### config.mk
export PLATFORM = sky130hd
export DESIGN_NAME = sram_arbiter
export DESIGN_NICKNAME = d
export VERILOG_FILES = /design/src/rtl/sram_arbiter.sv
export SDC_FILE = /design/constraint.sdc
export NUM_CORES = 1
export LEC_CHECK = 0
export BUFFER_PORTS_ARGS = -buffer_cell sky130_fd_sc_hd__buf_2
export CORE_UTILIZATION = 41
export CTS_CLUSTER_SIZE = 16
export DETAILED_ROUTE_END_ITERATION = 16
export PLACE_DENSITY_LB_ADDON = 0.3
export RECOVER_POWER = 50
export SLEW_MARGIN = 20
export SYNTH_ARGS = -nofsm -noshare
export SYNTH_HDL_FRONTEND = slang
export SYNTH_SLANG_ARGS = --single-unit
### constraint.sdc
create_clock -name clk -period 3.1 [get_ports clk]
set_clock_uncertainty 0.1 [all_clocks]
set_input_delay 0.155 -clock clk [delete_from_list [all_inputs] [get_ports clk]]
set_output_delay 0.155 -clock clk [all_outputs]
set_load 0.01 [all_outputs]
### src/rtl/sram_arbiter.sv
// sram_arbiter: shares the single SRAM controller port between the UART host-command path
// and the i8080 memory-bus decoder. The host holds a session lock (host_req) for a whole
// command. CPU accesses are single transactions stalled through cpu_ready.
// Optional feature macro: SRAM_ARB_INTERLEAVE_EN. When it is defined, a pending CPU access
// may be serviced inside a host session whenever no host access is in flight. When it is
// not defined, the host lock is exclusive.
module sram_arbiter (
  input  logic        clk,
  input  logic        dev_rst,
  // host command path
  input  logic        host_req,
  input  logic        host_read,
  input  logic        host_write,
  input  logic [15:0] host_addr,
  input  logic [7:0]  host_dataout,
  output logic        host_busy,
  output logic        host_valid,
  output logic [7:0]  host_datain,
  // i8080 bus decoder
  input  logic        cpu_rd,
  input  logic        cpu_wr,
  input  logic [15:0] cpu_addr,
  input  logic [7:0]  cpu_dout,
  output logic [7:0]  cpu_din,
  output logic        cpu_ready,
  // SRAM controller
  output logic        mem_rd_stb,
  output logic        mem_wr_stb,
  output logic [15:0] mem_addr,
  output logic [7:0]  mem_wdata,
  input  logic        mem_busy,
  input  logic        mem_valid,
  input  logic [7:0]  mem_rdata
);

  typedef enum logic [1:0] {
    StIdle,
    StHostOwn,
    StHostTxn,
    StCpuTxn
  } state_e;

  state_e      r_state;
  state_e      w_state_d;

  // CPU strobe synchronisers and edge-detect history
  logic        r_cpu_rd_meta, r_cpu_rd_sync, r_cpu_rd_prev;
  logic        r_cpu_wr_meta, r_cpu_wr_sync, r_cpu_wr_prev;
  logic        r_host_rd_prev, r_host_wr_prev;

  // pending requests and their kind
  logic        r_host_pend, r_host_is_wr;
  logic        r_cpu_pend, r_cpu_is_wr;

  // registered outputs
  logic        r_host_busy;
  logic        r_host_valid;
  logic [7:0]  r_host_datain;
  logic [7:0]  r_cpu_din;
  logic        r_cpu_ready;
  logic        r_mem_rd_stb;
  logic        r_mem_wr_stb;
  logic [15:0] r_mem_addr;
  logic [7:0]  r_mem_wdata;

  logic        w_host_rd_edge, w_host_wr_edge, w_host_edge;
  logic        w_cpu_rd_edge, w_cpu_wr_edge, w_cpu_edge;
  logic        w_host_pend_d, w_cpu_pend_d;
  logic        w_host_go, w_cpu_go;
  logic        w_issue_host, w_issue_cpu;
  logic        w_stb_now;
  logic        w_host_done, w_cpu_done;
  logic        w_cpu_may_own;

`ifdef SRAM_ARB_INTERLEAVE_EN
  assign w_cpu_may_own = 1'b1;
`else
  assign w_cpu_may_own = 1'b0;
`endif

  // Rising edges; a simultaneous read+write edge is treated as a write.
  assign w_host_rd_edge = host_read & ~r_host_rd_prev;
  assign w_host_wr_edge = host_write & ~r_host_wr_prev;
  assign w_host_edge    = w_host_rd_edge | w_host_wr_edge;
  assign w_cpu_rd_edge  = r_cpu_rd_sync & ~r_cpu_rd_prev;
  assign w_cpu_wr_edge  = r_cpu_wr_sync & ~r_cpu_wr_prev;
  assign w_cpu_edge     = w_cpu_rd_edge | w_cpu_wr_edge;

  assign w_stb_now = r_mem_rd_stb | r_mem_wr_stb;

  // A write is done on the first cycle after its strobe that sees the controller idle.
  assign w_host_done = (r_state == StHostTxn) &&
                       (r_host_is_wr ? (!w_stb_now && !mem_busy) : mem_valid);
  assign w_cpu_done  = (r_state == StCpuTxn) &&
                       (r_cpu_is_wr ? (!w_stb_now && !mem_busy) : mem_valid);

  assign w_host_pend_d = w_host_done ? 1'b0 : (r_host_pend | w_host_edge);
  assign w_cpu_pend_d  = w_cpu_done ? 1'b0 : (r_cpu_pend | w_cpu_edge);

  assign w_host_go = r_host_pend && !mem_busy;
  assign w_cpu_go  = r_cpu_pend && !mem_busy;

  // CPU wins every tie against the host.
  assign w_issue_cpu  = w_cpu_go &&
                        ((r_state == StIdle) || (w_cpu_may_own && (r_state == StHostOwn)));
  assign w_issue_host = w_host_go && (r_state == StHostOwn) && !w_issue_cpu;

  // Synchronise the CPU strobes and keep previous values for edge detection.
  always_ff @(posedge clk or negedge dev_rst) begin
    if (!dev_rst) begin
      r_cpu_rd_meta  <= 1'b0;
      r_cpu_rd_sync  <= 1'b0;
      r_cpu_rd_prev  <= 1'b0;
      r_cpu_wr_meta  <= 1'b0;
      r_cpu_wr_sync  <= 1'b0;
      r_cpu_wr_prev  <= 1'b0;
      r_host_rd_prev <= 1'b0;
      r_host_wr_prev <= 1'b0;
    end else begin
      r_cpu_rd_meta  <= cpu_rd;
      r_cpu_rd_sync  <= r_cpu_rd_meta;
      r_cpu_rd_prev  <= r_cpu_rd_sync;
      r_cpu_wr_meta  <= cpu_wr;
      r_cpu_wr_sync  <= r_cpu_wr_meta;
      r_cpu_wr_prev  <= r_cpu_wr_sync;
      r_host_rd_prev <= host_read;
      r_host_wr_prev <= host_write;
    end
  end

  // Next-state decode of the ownership FSM.
  always_comb begin
    w_state_d = r_state;
    case (r_state)
      StIdle: begin
        if (w_issue_cpu) begin
          w_state_d = StCpuTxn;
        end else if (host_req) begin
          w_state_d = StHostOwn;
        end
      end
      StHostOwn: begin
        if (w_issue_cpu) begin
          w_state_d = StCpuTxn;
        end else if (w_issue_host) begin
          w_state_d = StHostTxn;
        end else if (!host_req && !r_host_pend) begin
          w_state_d = StIdle;
        end
      end
      StHostTxn: begin
        if (w_host_done) begin
          w_state_d = host_req ? StHostOwn : StIdle;
        end
      end
      StCpuTxn: begin
        if (w_cpu_done) begin
          w_state_d = host_req ? StHostOwn : StIdle;
        end
      end
      default: w_state_d = StIdle;
    endcase
  end

  // FSM state, pending flags and all registered outputs.
  always_ff @(posedge clk or negedge dev_rst) begin
    if (!dev_rst) begin
      r_state       <= StIdle;
      r_host_pend   <= 1'b0;
      r_host_is_wr  <= 1'b0;
      r_cpu_pend    <= 1'b0;
      r_cpu_is_wr   <= 1'b0;
      r_host_busy   <= 1'b1;
      r_host_valid  <= 1'b0;
      r_host_datain <= 8'h00;
      r_cpu_din     <= 8'h00;
      r_cpu_ready   <= 1'b1;
      r_mem_rd_stb  <= 1'b0;
      r_mem_wr_stb  <= 1'b0;
      r_mem_addr    <= 16'h0000;
      r_mem_wdata   <= 8'h00;
    end else begin
      r_state     <= w_state_d;
      r_host_pend <= w_host_pend_d;
      r_cpu_pend  <= w_cpu_pend_d;
      if (!r_host_pend && w_host_edge) begin
        r_host_is_wr <= w_host_wr_edge;
      end
      if (!r_cpu_pend && w_cpu_edge) begin
        r_cpu_is_wr <= w_cpu_wr_edge;
      end

      // host is free only when it owns the lock with nothing outstanding
      r_host_busy <= !((w_state_d == StHostOwn) && !w_host_pend_d);

      // strobes are single-cycle; address and data hold until the next strobe
      r_mem_rd_stb <= 1'b0;
      r_mem_wr_stb <= 1'b0;
      if (w_issue_cpu) begin
        r_mem_rd_stb <= ~r_cpu_is_wr;
        r_mem_wr_stb <= r_cpu_is_wr;
        r_mem_addr   <= cpu_addr;
        r_mem_wdata  <= cpu_dout;
      end else if (w_issue_host) begin
        r_mem_rd_stb <= ~r_host_is_wr;
        r_mem_wr_stb <= r_host_is_wr;
        r_mem_addr   <= host_addr;
        r_mem_wdata  <= host_dataout;
      end

      r_host_valid <= 1'b0;
      if (w_host_done && !r_host_is_wr) begin
        r_host_valid  <= 1'b1;
        r_host_datain <= mem_rdata;
      end

      // READY drops one cycle after the request is pending, rises on completion
      if (w_cpu_done) begin
        r_cpu_ready <= 1'b1;
        if (!r_cpu_is_wr) begin
          r_cpu_din <= mem_rdata;
        end
      end else if (r_cpu_pend) begin
        r_cpu_ready <= 1'b0;
      end
    end
  end

  assign host_busy   = r_host_busy;
  assign host_valid  = r_host_valid;
  assign host_datain = r_host_datain;
  assign cpu_din     = r_cpu_din;
  assign cpu_ready   = r_cpu_ready;
  assign mem_rd_stb  = r_mem_rd_stb;
  assign mem_wr_stb  = r_mem_wr_stb;
  assign mem_addr    = r_mem_addr;
  assign mem_wdata   = r_mem_wdata;

endmodule

==> metrics.txt, run 1 <==
Post-synth EDFFs=0; nets@finish=slightly above 400; Die X=slightly above 80 um; initial antenna violation count=0; maxcap violations=0; GRT overflow=0; Fmax=between 400 and 500 MHz; Crit-path slowest cell=dlygate4sd3_1; TritonCTS buffer count=9; Antenna Violating Nets Remaining=0; vias per inst=4.69; crit path from=r_state[0]; Pwr Total=~3.1 mW; pwr/cell area=~870 nW/um^2; detailed-route DRC error count=0; #FFs+latches synth=59; Slew @ Worst Pin=1.30 ns; Critical Path, Cell by Cell=nor2b_2, and2_4, mux2i_1, dlygate4sd3_1, o21ai_1; setup TNS=0 ns; IO buf count=around 110; min Tclk post-route=around 2.3 ns; Placed Cells=377; final WL=roughly 5600 um; CP peak stage delay=roughly 0.57 ns; core box area=slightly below 6000 um^2; clock slew at reported path FFs=~0.06 ns; num ports=110; DR vias=2,003; Post-Layout Cell Count=about 430; Routed WL per cell=13.0 um; post-DP HPWL=around 3800 um; Arrival @ worst endpoint=around 2.4 ns; area added between synthesis and finish=38.7%; Total GRT Usage=between 10% and 20%; row count=28; vias in the first global route=~2.0k; Num Clock Sinks=59; top cell type's share of synthesized area=55.9%; gpl congestion=between 0.7 and 0.8; worst rel slew slack=13.2%; met2 WL post-DR=about 3000 um; Initial Util=around 43%; Die H=80.9 um; post-cts resize count=0; TritonCTS clock tree=done; Post-synth ARST share=100%; endpoint type of the worst setup path=flop; ant diodes=0; Crit Path Max Fanout=26; Root Driver=clkbuf_8; Fin. Hold Viols=0; Slew Limit Fails=0; WP buf/inv=1; area leader, netlist=dfrtp_1; drt first pass iters=4; fin area=3540 um^2; status=complete, no violations; fill count=about 560; Worst path top cell family by delay=simple AND/OR/NAND/NOR gates; syn nets=266; Mapped Area=2550 um^2; sequential-to-total area share from yosys stat=58.0%; synthesized area per cell=~13 um^2; post-route clock period utilization=about three quarters; Setup CP Type=flop to flop; Hold Crit Start=host_addr[11]; routed length on met1=about 2300 um; Most used DFF post-synth=dfrtp_1; first-pass GRT wire length=between 8000 and 9000 um; met3 routed WL=~210 um; Post-CTS Setup Repair Bufs=0; Critical Path RT=between 3 and 4 ns; RSZ-0062 raised after global routing=false; Worst Setup Start Kind=flop; CTS Buffer Depth=2; DRT iter0 DRCs=56; FF-to-FF Start=r_state[0]; hold_buf cts=34; Clk Latency, worst-skew pair=approximately 0.32 ns; synth top area cells=dfrtp_1, mux2i_1, mux2_1, o21ai_1, nand2_1; synthesized instance count=approximately 200; worst min path class=input port to flop; share of cells above drive strength 1=between 20% and 30%; Die ar.=~6500 um^2; Synth cell types=35; Lkg Pwr=around 1.6 nW; Ys Warns=0; Setup-failing EPs final=0; pin count of the biggest net entering global routing=39; top layer in use=met4; placed cell areas=3100 um^2; Max H-tree Level=3; Worst VDD drop=approximately 0.35 mV
final cells by class:
cell class / count / area [um^2] / area share [%]
Timing Repair Buffer: 146 / 850 / 24.0
Clock inverter: 3 / 15.0 / 0.424
Multi-Input combinational cell: 126 / 945 / 26.7
Clock buffer: 13 / 139 / 3.92
Tap cell: 75 / 93.8 / 2.65
Sequential cell: 59 / 1480 / 41.8
Inverter: 5 / 18.8 / 0.530
flip-flops by register name, summed over array words and instances, names as in the netlist:
name	count
r_cpu_rd_sync	1
cpu_ready	1
r_host_wr_prev	1
host_valid	1
r_cpu_pend	1
r_host_rd_prev	1
r_host_is_wr	1
r_cpu_is_wr	1
mem_wr_stb	1
mem_addr	16
r_host_pend	1
host_datain	8
host_busy	1
r_cpu_wr_prev	1
r_cpu_wr_meta	1
r_cpu_wr_sync	1
r_cpu_rd_meta	1
r_state	2
r_cpu_rd_prev	1
cpu_din	8
mem_rd_stb	1
mem_wdata	8
power by group:
part           internal, mW  total (mW)  switching [mW]  leakage [nW]
combinational         0.536        1.19           0.659         0.809
sequential             1.10        1.32           0.220         0.713
clock                 0.287       0.558           0.271        0.0812
total                  1.92        3.07            1.15          1.60
per-stage QoR:
stage               hold WS, ns  setup WS [ns]  utilization [%]
detailed placement       0.0705           1.32             52.1
finish                   0.0122          0.828             59.4
global placement         0.0646           1.36             52.1
global route            0.00424          0.706             59.4
floorplan                -0.241           1.61                -
CTS                     0.00140          0.850             60.4
logic make-up after synthesis:
logic type	Yosys count	share of synthesized area, %
buffers and inverters	16	5.30
AND/OR/NAND/NOR	44	8.88
flip-flops	59	58.0
multiplexers	43	17.7
AO/OA/AOI/OAI	39	10.2
path summary, 6_finish.rpt:
check | to | slack, ns | depth (start not counted)
min | mem_addr[11] | 0.01 | 3
max | mem_addr[0] | 0.83 | 5
min in group asynchronous | host_datain[1] | 0.55 | 2
max reg2reg | mem_addr[0] | 0.83 | 5
max in group asynchronous | host_busy | 1.21 | 3
min reg2reg | r_cpu_wr_sync | 0.25 | 0
per-layer routing:
layer | vias up | track usage (%)
met3 | 7 | 4.27
met1 | 957 | 21.0
met5 | - | 0
met4 | 0 | 9.11
li1 | 994 | -
met2 | 45 | 31.6
Yosys cell counts, types with 2 or more instances:
library cell and count:
nor2b_1 6, inv_1 3, and2_4 2, nand2_1 29, dfstp_2 2, buf_4 2, mux2i_1 27, o21ai_1 24
dfrtp_1 57, a22o_1 2, buf_12 3, mux2_1 14, buf_6 2, buf_2 3, inv_2 2, mux2_2 2
o32a_1 2, nor3b_1 2
tightest hold or removal path: cells and delay by family:
family / cells / cell delay (ns)
AO/OA/AOI/OAI: 1 / 0.11
buffers and inverters: 1 / 0.07
multiplexers: 1 / 0.06
layout by cell type, fill, tap and decap left out:
cell	n
nor2_4	1
o311a_1	1
nor2b_2	1
and2_4	2
o2bb2ai_1	1
inv_2	2
o21ai_4	1
a311oi_2	1
nand3_2	1
nor3_2	1
dfstp_2	2
inv_1	3
clkbuf_1	51
a22o_1	2
clkinv_2	3
a2111oi_2	1
a21boi_1	1
nand3b_1	1
a21oi_1	1
o22ai_1	1
mux2i_1	27
dfrtp_1	57
o311ai_0	1
nor2b_1	6
nor3b_1	2
nand2_1	29
a32o_1	1
o21ai_1	24
mux2_1	14
a21boi_0	1
buf_2	62
o32a_1	2
buf_4	3
dlygate4sd3_1	34
clkbuf_8	9
mux2_2	2
Power figures use the tool's default switching activity.
==> inputs of run 2 (changes only) <==
Settings changed: ABC_AREA from default to 1.
Clock period 3.1 ns to 2.4 ns, I/O delays scaled along.
==> run 2 against run 1 <==
  * Final area is 1.7% higher
  * Non-clock buffer count increased by 3
  * Worst hold slack improved by 0.028 ns
  * Die area fell by 1.3%
  * Largest cell class unchanged
  * Largest power group unchanged
  * Highest routed layer unchanged
==> metrics.txt, run 2 <==
status=complete, no violations; Slew Limit Fails=0; first-pass GRT wire length=9720 um; syn nets=~360; post-route clock period utilization=between 70% and 80%; commonest non-fill, non-tap cell in the layout=nand2_1; WP buf/inv=3; final WL=6120 um; vias in the first global route=2,236; DR vias=2,406; Routed WL per cell=11.7 um; max reg flops=16; Slew @ Worst Pin=between 0.6 and 0.7 ns; post-DP HPWL=4100 um; clock slew at reported path FFs=approximately 0.060 ns; #FFs+latches synth=59; GRT overflow=0; flop-to-flop setup slack=roughly 0.69 ns; Max H-tree Level=3; crit-path most repeated cell=inv_2; pwr/cell area=roughly 1100 nW/um^2; sequential-to-total area share from yosys stat=just under 60%; ant diodes=0; area added between synthesis and finish=42.9%; core box area=about 6000 um^2; CP peak stage delay=~0.43 ns; hold_buf cts=37; Fin. Hold Viols=0; Total GRT Usage=19.8%; Post-synth EDFFs=0; worst min path class=input port to flop; Fmax=slightly below 600 MHz; FF-to-FF Start=r_state[0]; Ys Warns=0; post-cts resize count=0; Worst VDD drop=around 0.66 mV; row count=28; Post-CTS Setup Repair Bufs=0; TritonCTS clock tree=done; placed cell areas=roughly 3100 um^2; Num Clock Sinks=approximately 60; Die ar.=~6500 um^2; worst rel slew slack=54.2%; pin count of the biggest net entering global routing=43; nets@finish=506; Setup CP Type=flop to flop; setup TNS=0 ns; Critical Path Sink=mem_addr[4]; Critical Path RT=roughly 2.5 ns; synthesized instance count=just under 300; crit path from=r_state[0]; share of cells above drive strength 1=between 20% and 30%; Die X=about 80 um; Worst path top cell family by delay=buffers and inverters; drt first pass iters=5; Most used DFF post-synth=dfrtp_1; commonest non-fill, non-tap cells in the layout=nand2_1, buf_2, dfrtp_1, nor2_1, clkbuf_1; WP depth=7; count leader, synth=nand2_1; Setup-failing EPs final=0; TritonCTS buffer count=9; CTS Buffer Depth=2; IO buf count=around 110; min Tclk post-route=~1.7 ns; Post-synth ARST share=100%; Antenna Violating Nets Remaining=0; Lkg Pwr=1.88 nW; area leader, netlist=dfrtp_1; Arrival @ worst endpoint=1.81 ns; Root Driver=clkbuf_8; Final Util=between 60% and 70%; Worst Setup Start Kind=flop; Initial Util=roughly 43%; top cell type's share of synthesized area=56.7%; fin area=3600 um^2; DRT iter0 DRCs=between 90 and 100; Die H=80.4 um; Crit Path Max Fanout=27; gpl congestion=0.779; initial antenna violation count=0; maxcap violations=0; synth top area cells=dfrtp_1, nand2_1, o21ai_0, nor2_1, inv_1; Clk Latency, worst-skew pair=approximately 0.32 ns; Crit-path slowest cell=dfrtp_1; endpoint type of the worst setup path=flop; Critical Path, Cell by Cell=inv_2, nand2_2, nor2_4, buf_4, inv_2, o21ai_0, nand2_1; RSZ-0062 raised after global routing=false; synth cell count leaders=nand2_1, dfrtp_1, nor2_1; num ports=110; synthesized area per cell=between 8 and 9 um^2; number of cells on the worst reg-to-reg path=7; vias per inst=roughly 4.6; detailed-route DRC error count=0; Mapped Area=2520 um^2; Synth cell types=19; R2R Path End=mem_addr[4]
## run 2: cell count changes after synthesis, moves of 6 or more
cell / change
inv_1: +16
mux2_1: -14
mux2i_1: -27
nand2_1: +54
nand3_1: +6
nor2_1: +54
nor2b_1: -6
o21ai_0: +41
o21ai_1: -19
## run 2: final cells by class
cell class                 instances  area (um^2)
inverter                          24         90.1
multi-input combinational        198          852
sequential                        59         1480
timing repair buffer             149          911
fill                             551         2320
clock inverter                     2         10.0
clock buffer                      14          163
tap                               75         93.8
## run 2: kinds of logic (layout without fill, tap and decap cells)
| group | count (synthesis) | count (layout) | share of synthesized area [%] |
|---|---|---|---|
| AO/OA/AOI/OAI | 49 | 49 | 10.0 |
| AND/OR/NAND/NOR | 149 | 149 | 24.0 |
| buffers and inverters | 35 | 189 | 7.21 |
| flip-flops | 59 | 59 | 58.7 |
## run 2: through the flow
step	setup WS, ns	cells	power, mW	hold slack (ns)
after floorplan	1.05	292	2.72	-0.276
after global placement	0.739	468	3.22	0.106
after detailed placement	0.682	468	3.28	0.0974
after CTS	0.668	521	4.13	0.0191
after global routing	0.515	521	4.37	0.0509
final	0.689	521	4.02	0.0405
## run 2: worst min path at each step
stage                              end  slack, ns  cells after the start           from
after floorplan             cpu_din[0]      -0.28                      0        dev_rst
after global placement    mem_wdata[3]       0.11                      1        dev_rst
after detailed placement  mem_wdata[3]        0.1                      1        dev_rst
after CTS                   host_valid       0.02                      3      mem_valid
after global routing        host_valid       0.05                      3      mem_valid
final                     mem_addr[11]       0.04                      5  host_addr[11]
## run 2: tightest hold or removal path: cells and delay by family
kind	cells	cell delay, ns
buffers and inverters	1	0.08
AOI/OAI and AO/OA	1	0.07
and+or+nand+nor	3	0.16
## run 2: routing by layer
metal	GRT usage, %	wire [um]
met1	24.1	2740
met2	33.5	2870
met3	4.20	413
met4	9.29	91
met5	0	0
## run 2: power by group
part | leakage (nW) | internal, mW | switching [mW]
sequential | 0.719 | 1.42 | 0.240
clock | 0.0905 | 0.429 | 0.355
combinational | 1.07 | 0.585 | 0.991
